<file path="config.mk">
export PLATFORM = sky130hd
export DESIGN_NAME = apu_control_regs
export DESIGN_NICKNAME = d
export VERILOG_FILES = /design/src/rtl/apu_pkg.sv /design/src/rtl/apu_clk_div.sv /design/src/rtl/apu_control_regs.sv
export SDC_FILE = /design/constraint.sdc
export NUM_CORES = 1
export LEC_CHECK = 0
export CORE_UTILIZATION = 39
export CTS_CLUSTER_DIAMETER = 150
export DETAILED_ROUTE_END_ITERATION = 10
export MAX_ROUTING_LAYER = met4
export PLACE_DENSITY = 0.84
export SETUP_SLACK_MARGIN = 0.1
export SKIP_LAST_GASP = 1
export SYNTH_ARGS = -nofsm -noshare
export SYNTH_HDL_FRONTEND = slang
export SYNTH_HIERARCHICAL = 1
export SYNTH_SLANG_ARGS = --single-unit
</file>
<file path="constraint.sdc">
create_clock -name clk -period 2.8 [get_ports clk]
set_input_delay 0.28 -clock clk [delete_from_list [all_inputs] [get_ports clk]]
set_output_delay 0.28 -clock clk [all_outputs]
set_load 0.005 [all_outputs]
</file>
<file path="src/rtl/apu_pkg.sv">
// Shared constants and register layouts for the APU master-control block.
package apu_pkg;

  localparam logic [15:0] ADDR_NR50 = 16'hFF24;
  localparam logic [15:0] ADDR_NR51 = 16'hFF25;
  localparam logic [15:0] ADDR_NR52 = 16'hFF26;
  localparam logic [15:0] ADDR_FF60 = 16'hFF60;

  // Bits 6:4 of NR52 are unimplemented and always read back as ones.
  localparam logic [7:0] NR52_RD_MASK = 8'h70;

  typedef struct packed {
    logic       vin_l;
    logic [2:0] lvol;
    logic       vin_r;
    logic [2:0] rvol;
  } nr50_t;

endpackage

</file>
<file path="src/rtl/apu_clk_div.sv">
// Power-gated divide-by-two producing the 2 MHz channel clock enable.
module apu_clk_div (
  input  logic clk,
  input  logic reset,
  input  logic power,
  output logic apu_2mhz_en
);

  logic toggle;

  // Held at zero while unpowered so the first pulse lands on the 2nd powered cycle.
  always_ff @(posedge clk) begin
    if (reset || !power) toggle <= 1'b0;
    else                 toggle <= ~toggle;
  end

  assign apu_2mhz_en = toggle & power;

endmodule

</file>
<file path="src/rtl/apu_control_regs.sv">
// DMG APU master control: NR50/NR51/NR52 registers, power reset, mixer enables.
// Optional FF60 test register enabled by defining APU_FF60_TEST_EN.
module apu_control_regs
  import apu_pkg::*;
#(
  parameter logic RESET_POWER = 1'b0
) (
  input  logic        clk,
  input  logic        reset,
  input  logic [15:0] a,
  input  logic [7:0]  d_in,
  input  logic        cpu_wr,
  input  logic        cpu_rd,
  input  logic        nch1_active,
  input  logic        nch2_active,
  input  logic        nch3_active,
  input  logic        nch4_active,
  output logic [7:0]  d_out,
  output logic        d_oe,
  output logic        apu_reset,
  output logic        napu_reset,
  output logic        namp_en,
  output logic [3:0]  lmixer,
  output logic [3:0]  rmixer,
  output logic [2:0]  lvol,
  output logic [2:0]  rvol,
  output logic        vin_l,
  output logic        vin_r,
  output logic        apu_2mhz_en,
  output logic        ff60_d0,
  output logic        ff60_d1
);

  nr50_t      nr50;
  logic [7:0] nr51;
  logic       power;
  logic [3:0] ch_status;

  // Powering down wipes NR50/NR51 on the same edge; registers are frozen while off.
  always_ff @(posedge clk) begin
    if (reset) begin
      nr50  <= '0;
      nr51  <= '0;
      power <= RESET_POWER;
    end else if (cpu_wr) begin
      if (a == ADDR_NR52) begin
        power <= d_in[7];
        if (!d_in[7]) begin
          nr50 <= '0;
          nr51 <= '0;
        end
      end else if (power && a == ADDR_NR50) begin
        nr50 <= nr50_t'(d_in);
      end else if (power && a == ADDR_NR51) begin
        nr51 <= d_in;
      end
    end
  end

`ifdef APU_FF60_TEST_EN
  logic [1:0] ff60;

  always_ff @(posedge clk) begin
    if (reset)                          ff60 <= 2'b00;
    else if (cpu_wr && a == ADDR_FF60)  ff60 <= d_in[1:0];
  end

  assign ff60_d0 = ff60[0];
  assign ff60_d1 = ff60[1];
`else
  assign ff60_d0 = 1'b0;
  assign ff60_d1 = 1'b0;
`endif

  apu_clk_div u_clk_div (
    .clk         (clk),
    .reset       (reset),
    .power       (power),
    .apu_2mhz_en (apu_2mhz_en)
  );

  assign ch_status = power ? ~{nch4_active, nch3_active, nch2_active, nch1_active} : 4'b0000;

  always_comb begin
    d_out = 8'hFF;
    d_oe  = 1'b0;
    if (cpu_rd) begin
      unique case (a)
        ADDR_NR50: begin d_oe = 1'b1; d_out = nr50; end
        ADDR_NR51: begin d_oe = 1'b1; d_out = nr51; end
        ADDR_NR52: begin d_oe = 1'b1; d_out = NR52_RD_MASK | {power, 3'b000, ch_status}; end
`ifdef APU_FF60_TEST_EN
        ADDR_FF60: begin d_oe = 1'b1; d_out = {6'b111111, ff60}; end
`endif
        default: ;
      endcase
    end
  end

  assign apu_reset  = ~power;
  assign napu_reset = power;
  assign namp_en    = ~power;
  assign lmixer     = power ? nr51[7:4] : 4'b0000;
  assign rmixer     = power ? nr51[3:0] : 4'b0000;
  assign lvol       = nr50.lvol;
  assign rvol       = nr50.rvol;
  assign vin_l      = nr50.vin_l;
  assign vin_r      = nr50.vin_r;

endmodule

</file>
# == Word-level counts from Yosys, hierarchy flattened ==
# Cells that the tools add are included.
# op_classes
n_eq_ne,5
n_mux,13
bitwise_logic,4
reduce_logical,10
# op_table
cell,count
$mux W8,7
$eq A16 B16 Y1 const B,3
$pmux W8 S3,1
$mux W4,3
$ne A2 B2 Y1 const B,2
$not A4 Y4,1
$reduce_and A4 Y1,1
$reduce_bool A2 Y1,2
$reduce_and A3 Y1,1
$reduce_or A3 Y1,1
$logic_and A1 B1 Y1,2
$mux W1,2
$not A1 Y1,2
$reduce_and A2 Y1,1
$and A1 B1 Y1,1
$logic_not A1 Y1,1
$logic_or A1 B1 Y1,1
# word_totals
reg_bits,18
in_bits,32
out_inout_bits,31
word_cells,39

# == Depth between registers and ports, before layout ==
# Gate-level depths: netlist of run 1.
# logic_depth
ltp_word,5
depth_mapped,5
mapped_depth_nobuf,4

# == Hierarchy ==
# The synthesis of run 1 kept the hierarchy.
# modules_own_cells
mod,n_inst,cells_each,area_each_um2,seq_area_each_um2
apu_control_regs,1,112,998.5,340.3
apu_clk_div,1,3,38.8,20.0

# == Least setup slack after synthesis of run 1 ==
# OpenSTA, ideal clock, no wires.
# synth_timing
kind,input to output
startpoint,in a[4]
endpoint,out d_out[4]
arrival_ns,1.568
required_ns,2.520
slack_ns,0.952
stages,4
n_path_buf,0
cell_sequence,or4b_4 -> nor4_2 -> nand2_1 -> or3_1
# synth_between
elab_chain_len,3
word_cells_on_any_way,5
classes_between,eq/ne: 3; mux: 2
# synth_lines
item,line,source
start: declaration,apu_control_regs.sv:10,"input logic [15:0] a,"
$eq A16 B16 Y1,apu_control_regs.sv:88,unique case (a)
$pmux W8 S3 (*),apu_control_regs.sv:88,
$mux W8 (*),apu_control_regs.sv:87,if (cpu_rd) begin
end: declaration,apu_control_regs.sv:18,"output logic [7:0] d_out,"
# Every way passes the cells marked *; elsewhere a longest branch is shown, timed or not.

# == Worst setup path after layout of run 1 ==
# Ends and elaborated chain as after synthesis.

==> flow_metrics.py, run 1 <==
metrics = {
    "outcome": {
        "status": "finished, final reports clean",
    },
    "synthesis": {
        "synth.distinct_cells": 34,
        "yosysWarnings": 6,
        "syn_area_sq_mm": 0.00104,
        "yosysSeqAreaShare_pct": 34.7,
        "syn_inst": 115,
        "syn_area_per_cell_sq_um": 9.02,
        "ys_seq_elements": 18,
    },
    "clock_network": {
        "ctsHoldBuffers": 0,
        "cts_sinks": 18,
        "clk_path_buf_depth": 2,
        "numCtsBuffers": 3,
        "cts_root_buf": "clkbuf_4",
        "clk_latency_ns": 0.29,
        "clk_pin_slew_ns": 0.09,
        "cts_tree": "built",
        "ctsHtreeMaxLevel": 1,
        "post_cts_buffers": 0,
    },
    "floorplanning": {
        "dieWidth_um": 53.6,
        "die-area_sq_mm": 0.00287,
        "design.core.area_sq_mm": 0.00250,
        "ios": 63,
        "rows": 18,
        "die_h_um": 53.6,
        "start_util_pct": 41.5,
    },
    "sta": {
        "setup_viol_count_final": 0,
        "hold_violations": 0,
        "relSlewSlack_pct": 54.9,
        "min_period_ns": 2.65,
        "fmax_mhz": 377,
        "worst_pin_slew_ns": 0.677,
        "rsz0062_at_grt": "true",
        "tns_ns": 0,
        "skew_ns": 0.00767,
        "slew_viol_final": 0,
        "period_share_pct": 94.8,
    },
    "power": {
        "cellLeakagePower_nw": 0.629,
        "power.switching_w": 0.000110,
        "p_int_w": 0.000357,
        "vdd_drop_max_mv": 0.235,
        "p_seq_share_pct": 54.8,
        "power_density_mw_per_mm2": 274,
        "combPwrFrac_pct": 18.0,
        "clockPowerShare_pct": 27.2,
        "swShare_pct": 23.5,
    },
    "cells_and_area": {
        "drive_gt1_share_pct": 10.9,
        "register_area_sq_um": 360,
        "layout_commonest_cell": "clkdlybuf4s50_1",
        "syn_to_final_growth_pct": 64.1,
        "multi_input_area_sq_um": 638,
        "layout_common_cells": "clkdlybuf4s50_1 (58), dfxtp_1 (18), a22o_1 (14), a21oi_1 (10), and2_1 (9)",
        "num-nets-final": 208,
        "finalNonFillerCells": 204,
        "fillCellCount": 217,
        "antenna_cells": 0,
    },
    "placement": {
        "globalplace.congestion": 0.910,
        "dp_cells": 201,
        "io_buffer_count": 60,
        "dp_hpwl_mm": 2.21,
    },
    "worst_setup_path": {
        "cp-end-kind": "primary output",
        "critPathBufInv": 2,
        "crit_path_frequent_cell": "clkdlybuf4s50_1",
        "cp_max_fo": 4,
        "slowest_stage": "or4b_4",
        "required_ns": 2.52,
        "cpLargestDelayFamily": "simple AND/OR/NAND/NOR gates",
        "criticalPathCategory": "input port to primary output",
        "crit_chain": "clkdlybuf4s50_1, or4b_4, nor4_4, nand2_2, or3_1, clkdlybuf4s50_1",
        "critPathLaunchType": "input port",
        "arrival_ns": 2.37,
        "max_stage_delay_ns": 0.57,
    },
    "global_route": {
        "antenna_found_initial": 0,
        "grtUsageTotal_pct": 22.0,
        "grt_pass1_vias": 1023,
        "overflow": 0,
        "grt_max_degree": 17,
        "grt_first_pass_wirelength_mm": 4.42,
    },
    "detailed_routing": {
        "via_per_inst": 5.50,
        "drtPass1Iterations": 4,
        "remaining_drc_errors": 0,
        "routedWlPerCell_um": 14.5,
        "vias": 1122,
        "drt_iter0_markers": 30,
        "routed_wl_mm": 2.96,
        "postRouteAntennaNets": 0,
    },
    "min_path": {
        "hold_path_class": "flop to flop",
    },
    "job": {
        "cap_violations": 0,
    },
}
## path summary, 6_finish.rpt
| path | from | end | slack (ns) | cells past startpoint |
|---|---|---|---|---|
| min | u_clk_div/toggle$_SDFF_PP0_ | u_clk_div/toggle$_SDFF_PP0_ | 0.44 | 1 |
| max | a[4] | d_out[4] | 0.15 | 6 |
| max reg2reg | napu_reset$_SDFFE_PP0P_ | vin_r$_SDFFE_PP0P_ | 0.90 | 4 |
| min reg2reg | u_clk_div/toggle$_SDFF_PP0_ | u_clk_div/toggle$_SDFF_PP0_ | 0.44 | 1 |
## Yosys cell counts
cell / n / area share, %
a2111oi_0: 1 / 0.84
a2111oi_2: 1 / 1.4
a21o_1: 1 / 0.72
a21oi_1: 10 / 4.8
a21oi_2: 1 / 0.84
a22o_1: 14 / 12
and2_1: 10 / 6.0
and3_1: 2 / 1.2
buf_2: 2 / 0.97
buf_4: 3 / 2.2
clkbuf_1: 4 / 1.4
conb_1: 1 / 0.36
dfxtp_1: 18 / 35
inv_1: 2 / 0.72
mux2_2: 4 / 4.3
nand2_1: 4 / 1.4
nand2b_1: 1 / 0.60
nand3_1: 2 / 0.97
nand3b_1: 1 / 0.72
nand4_1: 1 / 0.60
nand4b_1: 1 / 0.84
nor2_1: 3 / 1.1
nor2b_1: 8 / 4.8
nor3_1: 1 / 0.48
nor3b_1: 1 / 0.72
nor3b_2: 1 / 1.2
nor4_2: 1 / 1.2
nor4_4: 1 / 2.1
o211ai_1: 4 / 2.9
o21a_1: 5 / 3.6
o21ai_0: 1 / 0.48
o22ai_1: 1 / 0.60
or3_1: 3 / 1.8
or4b_4: 1 / 1.3
## power groups by stage
stage | Sequential, W | Clock, W | Combinational (W)
3_5_place_dp | 0.000262 | 0 | 0.0000824
3_3_place_gp | 0.000262 | 0 | 0.0000812
2_1_floorplan | 0.000262 | 0 | 0.0000296
5_1_grt | 0.000256 | 0.000134 | 0.0000906
6_report | 0.000256 | 0.000127 | 0.0000840
4_1_cts | 0.000256 | 0.000130 | 0.0000834
## layout make-up
type / instances / area share (%)
Clock buffer: 3 / 1.32
Inverter: 2 / 0.441
Multi-Input combinational cell: 87 / 37.5
Sequential cell: 18 / 21.2
Tap cell: 30 / 2.21
Timing Repair Buffer: 64 / 37.4
## stage by stage
| stage | hold WS (ns) | worst slack (ns) | cell area [sq um] | utilization, % | power, W |
|---|---|---|---|---|---|
| 2_1_floorplan | 0.350 | 0.952 | 1040 | - | 0.000291 |
| 3_3_place_gp | 0.415 | 0.0991 | 1660 | 66.5 | 0.000343 |
| 3_5_place_dp | 0.424 | 0.0666 | 1660 | 66.5 | 0.000344 |
| 4_1_cts | 0.442 | 0.100 | 1690 | 67.8 | 0.000469 |
| 5_1_grt | 0.456 | 0.0694 | 1700 | 68.1 | 0.000480 |
| 6_report | 0.436 | 0.145 | 1700 | 68.1 | 0.000467 |
## registers in the layout, indices dropped and copies added, names as in the netlist
register,count
napu_reset,1
vin_l,1
lvol,3
nr51,8
rvol,3
vin_r,1
u_clk_div/toggle,1
## repair_timing
item | in CTS | in global routing
setup endpoints to repair | 7 | 4
pin swaps | 1 | 0
resized for setup | 2 | 3
## logic make-up after synthesis
| logic type | after synthesis | share of synthesized area [%] |
|---|---|---|
| and+or+nand+nor | 42 | 27.1 |
| AOI/OAI and AO/OA | 39 | 28.1 |
| DFF | 18 | 34.7 |
| buffers and inverters | 11 | 5.31 |
| muxes | 4 | 4.34 |
| other | 1 | 0.362 |
## per-layer routing
metal / wire (um) / share of wire (%) / up-vias / GRT usage (%)
met5: 0 / 0 / - / -
met4: 13 / 0.44 / 0 / 7.46
met3: 175 / 5.9 / 2 / 3.67
li1: - / - / 544 / -
met2: 1420 / 48 / 57 / 37.1
met1: 1350 / 45 / 519 / 26.5
(Power assumes the default switching activity.)
==> run 2: changes to the inputs <==
CORE_ASPECT_RATIO = 0.5   (was unset)
MAX_ROUTING_LAYER = unset   (was met4)
==> flow_metrics.py, run 2 (synthesis results as in run 1) <==
metrics = {
    "power": {
        "p_seq_share_pct": 46.1,
        "p_int_w": 0.000432,
        "vdd_drop_max_mv": 0.195,
        "swShare_pct": 22.2,
        "combPwrFrac_pct": 15.4,
        "power_density_mw_per_mm2": 318,
        "cellLeakagePower_nw": 0.648,
        "power.switching_w": 0.000123,
        "clockPowerShare_pct": 38.6,
        "p_total_w": 0.000555,
    },
    "outcome": {
        "status": "finished, final reports clean",
    },
    "worst_setup_path": {
        "cp-end-kind": "primary output",
        "reg2reg_slack_ns": 0.75,
        "worstSetupEndpoint": "d_out[4]",
        "r2r_start": "napu_reset$_SDFFE_PP0P_",
        "r2r_cells": 4,
        "critPathLaunchType": "input port",
        "required_ns": 2.52,
        "crit_start": "a[4]",
        "arrival_ns": 2.40,
        "cp_max_fo": 4,
        "timing.rr.end": "vin_r$_SDFFE_PP0P_",
        "criticalPathCategory": "input port to primary output",
    },
    "detailed_routing": {
        "drtPass1Iterations": 4,
        "vias": 1102,
        "drt_iter0_markers": 46,
        "remaining_drc_errors": 0,
        "via_per_inst": 5.22,
        "routed_wl_mm": 3.08,
        "postRouteAntennaNets": 0,
        "routedWlPerCell_um": 14.6,
    },
    "sta": {
        "skew_ns": 0.00835,
        "fmax_mhz": 373,
        "period_share_pct": 95.6,
        "relSlewSlack_pct": 56.3,
        "slew_viol_final": 0,
        "rsz0062_at_grt": "true",
        "worst_pin_slew_ns": 0.639,
        "min_period_ns": 2.68,
        "tns_ns": 0,
        "hold_violations": 0,
        "setup_viol_count_final": 0,
    },
    "cells_and_area": {
        "layout_common_cells": "clkdlybuf4s50_1 (58), dfxtp_1 (18), a22o_1 (14), a21oi_1 (10), and2_1 (9)",
        "largest_register_ffs": 8,
        "largest_register": "nr51",
        "syn_to_final_growth_pct": 68.5,
        "num-nets-final": 209,
        "drive_gt1_share_pct": 11.9,
        "antenna_cells": 0,
        "layout_commonest_cell": "clkdlybuf4s50_1",
    },
    "clock_network": {
        "cts_tree": "built",
        "clk_pin_slew_ns": 0.07,
        "ctsHoldBuffers": 0,
        "clk_latency_ns": 0.26,
        "clk_path_buf_depth": 2,
        "numCtsBuffers": 3,
        "cts_sinks": 18,
        "ctsHtreeMaxLevel": 1,
        "cts_root_buf": "clkbuf_8",
    },
    "global_route": {
        "grt_max_degree": 17,
        "overflow": 0,
        "grt_first_pass_wirelength_mm": 4.69,
        "grt_pass1_vias": 1012,
        "antenna_found_initial": 0,
        "grtUsageTotal_pct": 23.0,
    },
    "floorplanning": {
        "die_h_um": 38.5,
        "design.core.area_sq_mm": 0.00236,
        "die-area_sq_mm": 0.00288,
        "ios": 63,
        "dieWidth_um": 74.9,
        "rows": 12,
        "start_util_pct": 44.0,
    },
    "min_path": {
        "hold_path_class": "flop to flop",
    },
    "placement": {
        "globalplace.congestion": 0.725,
        "io_buffer_count": 60,
        "dp_hpwl_mm": 2.24,
    },
    "job": {
        "cap_violations": 0,
    },
}
-- run 2: changes by cell type in the layout (fill, tap and decap cells not counted) --
| cell | change |
|---|---|
| clkbuf_8 | +4 |
| clkbuf_4 | -3 |
| buf_4 | +1 |
-- run 2: cell type report --
cell class | instances | area [sq um]
Sequential cell | 18 | 360
Inverter | 2 | 7.51
Timing Repair Buffer | 65 | 643
Multi-Input combinational cell | 87 | 638
Clock buffer | 4 | 55.1
Tap cell | 35 | 43.8
Fill cell | 202 | 609
-- run 2: worst min path at each step --
stage,start,cells past startpoint,to
2_1_floorplan,reset,1,u_clk_div/toggle$_SDFF_PP0_
3_3_place_gp,u_clk_div/toggle$_SDFF_PP0_,1,u_clk_div/toggle$_SDFF_PP0_
3_5_place_dp,u_clk_div/toggle$_SDFF_PP0_,1,u_clk_div/toggle$_SDFF_PP0_
4_1_cts,u_clk_div/toggle$_SDFF_PP0_,1,u_clk_div/toggle$_SDFF_PP0_
5_1_grt,u_clk_div/toggle$_SDFF_PP0_,1,u_clk_div/toggle$_SDFF_PP0_
6_report,u_clk_div/toggle$_SDFF_PP0_,1,u_clk_div/toggle$_SDFF_PP0_
-- run 2: repair_timing --
| action | in CTS | in global routing |
|---|---|---|
| gates resized for setup | 1 | 4 |
| buffers inserted | 1 | 1 |
| endpoints found under the setup margin | 9 | 7 |
-- run 2: layer usage --
metal  GRT usage, %  wire, um
met1           27.4      1280
met2           43.7      1610
met3           4.74       164
met4           4.25        31
met5              0         0
-- run 2: through the flow --
step / worst slack, ns / hold slack, ns / std cells / instance area [sq um] / utilization (%)
floorplan: 0.952 / 0.350 / 116 / 1040 / -
global placement: -0.000351 / 0.413 / 205 / 1660 / 70.4
detailed placement: -0.0456 / 0.417 / 205 / 1660 / 70.4
CTS: 0.0974 / 0.428 / 210 / 1730 / 73.5
global route: 0.0157 / 0.453 / 211 / 1750 / 74.2
finish: 0.122 / 0.428 / 211 / 1750 / 74.2
-- run 2: power groups by stage --
stage | Combinational [W] | Clock (W) | Sequential (W)
3_5_place_dp | 0.0000832 | 0 | 0.000262
2_1_floorplan | 0.0000296 | 0 | 0.000262
6_report | 0.0000853 | 0.000214 | 0.000256
4_1_cts | 0.0000850 | 0.000214 | 0.000256
3_3_place_gp | 0.0000818 | 0 | 0.000262
5_1_grt | 0.0000918 | 0.000219 | 0.000256
-- run 2: critical path, cell delays in order --
cell and delay, ns:
clkdlybuf4s50_1 0.40, or4b_4 0.57, nor4_4 0.23, nand2_2 0.12, or3_1 0.35, clkdlybuf4s50_1 0.45
==> run 3: changes to the inputs <==
CAP_MARGIN = 10   (was unset)
REMOVE_ABC_BUFFERS = 1   (was unset)
SETUP_SLACK_MARGIN = 0.5   (was 0.1)
==> flow_metrics.py, run 3 (synthesis results as in run 1) <==
metrics = {
    "outcome": {
        "status": "finished, final reports clean",
    },
    "clock_network": {
        "clk_pin_slew_ns": 0.07,
        "clk_path_buf_depth": 2,
        "cts_tree": "built",
        "ctsHoldBuffers": 0,
        "cts_root_buf": "clkbuf_8",
        "clk_latency_ns": 0.26,
        "ctsHtreeMaxLevel": 1,
        "cts_sinks": 18,
        "numCtsBuffers": 3,
    },
    "sta": {
        "fmax_mhz": 439,
        "skew_ns": 0.00415,
        "min_period_ns": 2.28,
        "rsz0062_at_grt": "true",
        "worst_pin_slew_ns": 0.618,
        "period_share_pct": 81.3,
        "relSlewSlack_pct": 58.8,
        "hold_violations": 0,
        "tns_ns": 0,
        "setup_viol_count_final": 0,
        "slew_viol_final": 0,
        "worst_slack_ns": 0.523,
        "whs_ns": 0.424,
    },
    "cells_and_area": {
        "drive_gt1_share_pct": 18.5,
        "syn_to_final_growth_pct": 70.8,
        "layout_commonest_cell": "clkdlybuf4s50_1",
        "antenna_cells": 0,
        "num-nets-final": 217,
        "layout_common_cells": "clkdlybuf4s50_1 (46), dfxtp_1 (18), a22o_1 (14), buf_4 (12), a21oi_1 (10)",
        "largest_register_ffs": 8,
        "finalNonFillerCells": 219,
        "largest_register": "nr51",
    },
    "worst_setup_path": {
        "cp-end-kind": "primary output",
        "critPathLaunchType": "input port",
        "cp_max_fo": 3,
        "r2r_cells": 4,
        "required_ns": 2.52,
        "criticalPathCategory": "input port to primary output",
        "arrival_ns": 2.00,
    },
    "detailed_routing": {
        "postRouteAntennaNets": 0,
        "routedWlPerCell_um": 14.9,
        "remaining_drc_errors": 0,
        "drt_iter0_markers": 41,
        "vias": 1154,
        "via_per_inst": 5.27,
        "drtPass1Iterations": 4,
        "routed_wl_mm": 3.27,
    },
    "global_route": {
        "overflow": 0,
        "grt_first_pass_wirelength_mm": 4.85,
        "grt_max_degree": 17,
        "grtUsageTotal_pct": 23.6,
        "antenna_found_initial": 0,
        "grt_pass1_vias": 1104,
    },
    "floorplanning": {
        "start_util_pct": 44.0,
        "die_h_um": 38.5,
        "design.core.area_sq_mm": 0.00236,
        "dieWidth_um": 74.9,
        "ios": 63,
        "rows": 12,
        "die-area_sq_mm": 0.00288,
    },
    "min_path": {
        "hold_path_class": "flop to flop",
        "hold_depth": 1,
    },
    "power": {
        "p_seq_share_pct": 45.9,
        "p_int_w": 0.000432,
        "clockPowerShare_pct": 38.7,
        "power_density_mw_per_mm2": 315,
        "swShare_pct": 22.5,
        "vdd_drop_max_mv": 0.321,
        "cellLeakagePower_nw": 0.689,
        "combPwrFrac_pct": 15.4,
        "power.switching_w": 0.000126,
    },
    "placement": {
        "globalplace.congestion": 0.777,
        "place_ws_ns": -0.0115,
        "dp_hpwl_mm": 2.35,
        "dp_cells": 206,
        "io_buffer_count": 60,
    },
    "job": {
        "cap_violations": 0,
    },
}
## run 3: cell types whose count changed in the layout (fill, tap and decap cells not counted), sizes merged
cell / delta
buf: +12
clkbuf: +2
clkdlybuf4s15: +2
clkdlybuf4s50: -12
dlygate4sd2: +5
dlymetal6s2s: -1
## run 3: path summary, 6_finish.rpt
kind                                                  start                     endpoint  slack (ns)
worst max-delay path                                   a[3]                     d_out[4]        0.52
worst max register to register      napu_reset$_SDFFE_PP0P_         lvol[2]$_SDFFE_PP0P_        0.84
worst min-delay path            u_clk_div/toggle$_SDFF_PP0_  u_clk_div/toggle$_SDFF_PP0_        0.42
worst min register to register  u_clk_div/toggle$_SDFF_PP0_  u_clk_div/toggle$_SDFF_PP0_        0.42
## run 3: routing by layer
metal  part of all wire [%]  GRT usage, %  up-vias
met2                     50          41.2       45
met3                    6.1          6.05        5
met4                   0.58          7.55        0
met1                     43          28.9      541
li1                       -             -      563
met5                      0             0        -
## run 3: power by group through the flow
stage,Combinational [W],Clock [W],Sequential (W)
detailed placement,0.0000843,0,0.000262
CTS,0.0000846,0.000219,0.000256
global route,0.0000916,0.000228,0.000256
global placement,0.0000829,0,0.000262
finish,0.0000861,0.000216,0.000256
floorplan,0.0000225,0,0.000262
## run 3: timing repair
| item | 4_1_cts | 5_1_grt |
|---|---|---|
| gates resized for setup | 31 | 4 |
| setup endpoints to repair | 9 | 8 |
| pin swaps | 8 | 4 |
| buffers inserted | 6 | 3 |
## run 3: area by class of cell
cell class	instances	area, sq um
multi-input cells	87	637
well taps	35	43.8
inverters	2	7.51
fillers	185	586
flip-flops and latches	18	360
clock buffers	4	55.1
repair buffers	73	668
## run 3: worst max-delay path, cell delays in order
cell             delay (ns)
clkdlybuf4s50_1        0.39
nand4b_1               0.27
nor4_4                 0.32
nand2_1                0.14
buf_4                  0.15
or3_1                  0.32
buf_2                  0.13
## run 3: metrics by stage
stage                     power [W]  utilization, %  instance area (sq um)
after floorplan            0.000284               -                    993
after global placement     0.000345            70.8                   1670
after detailed placement   0.000346            70.8                   1670
after CTS                  0.000559            74.5                   1760
after global routing       0.000576            75.2                   1770
final                      0.000558            75.2                   1770
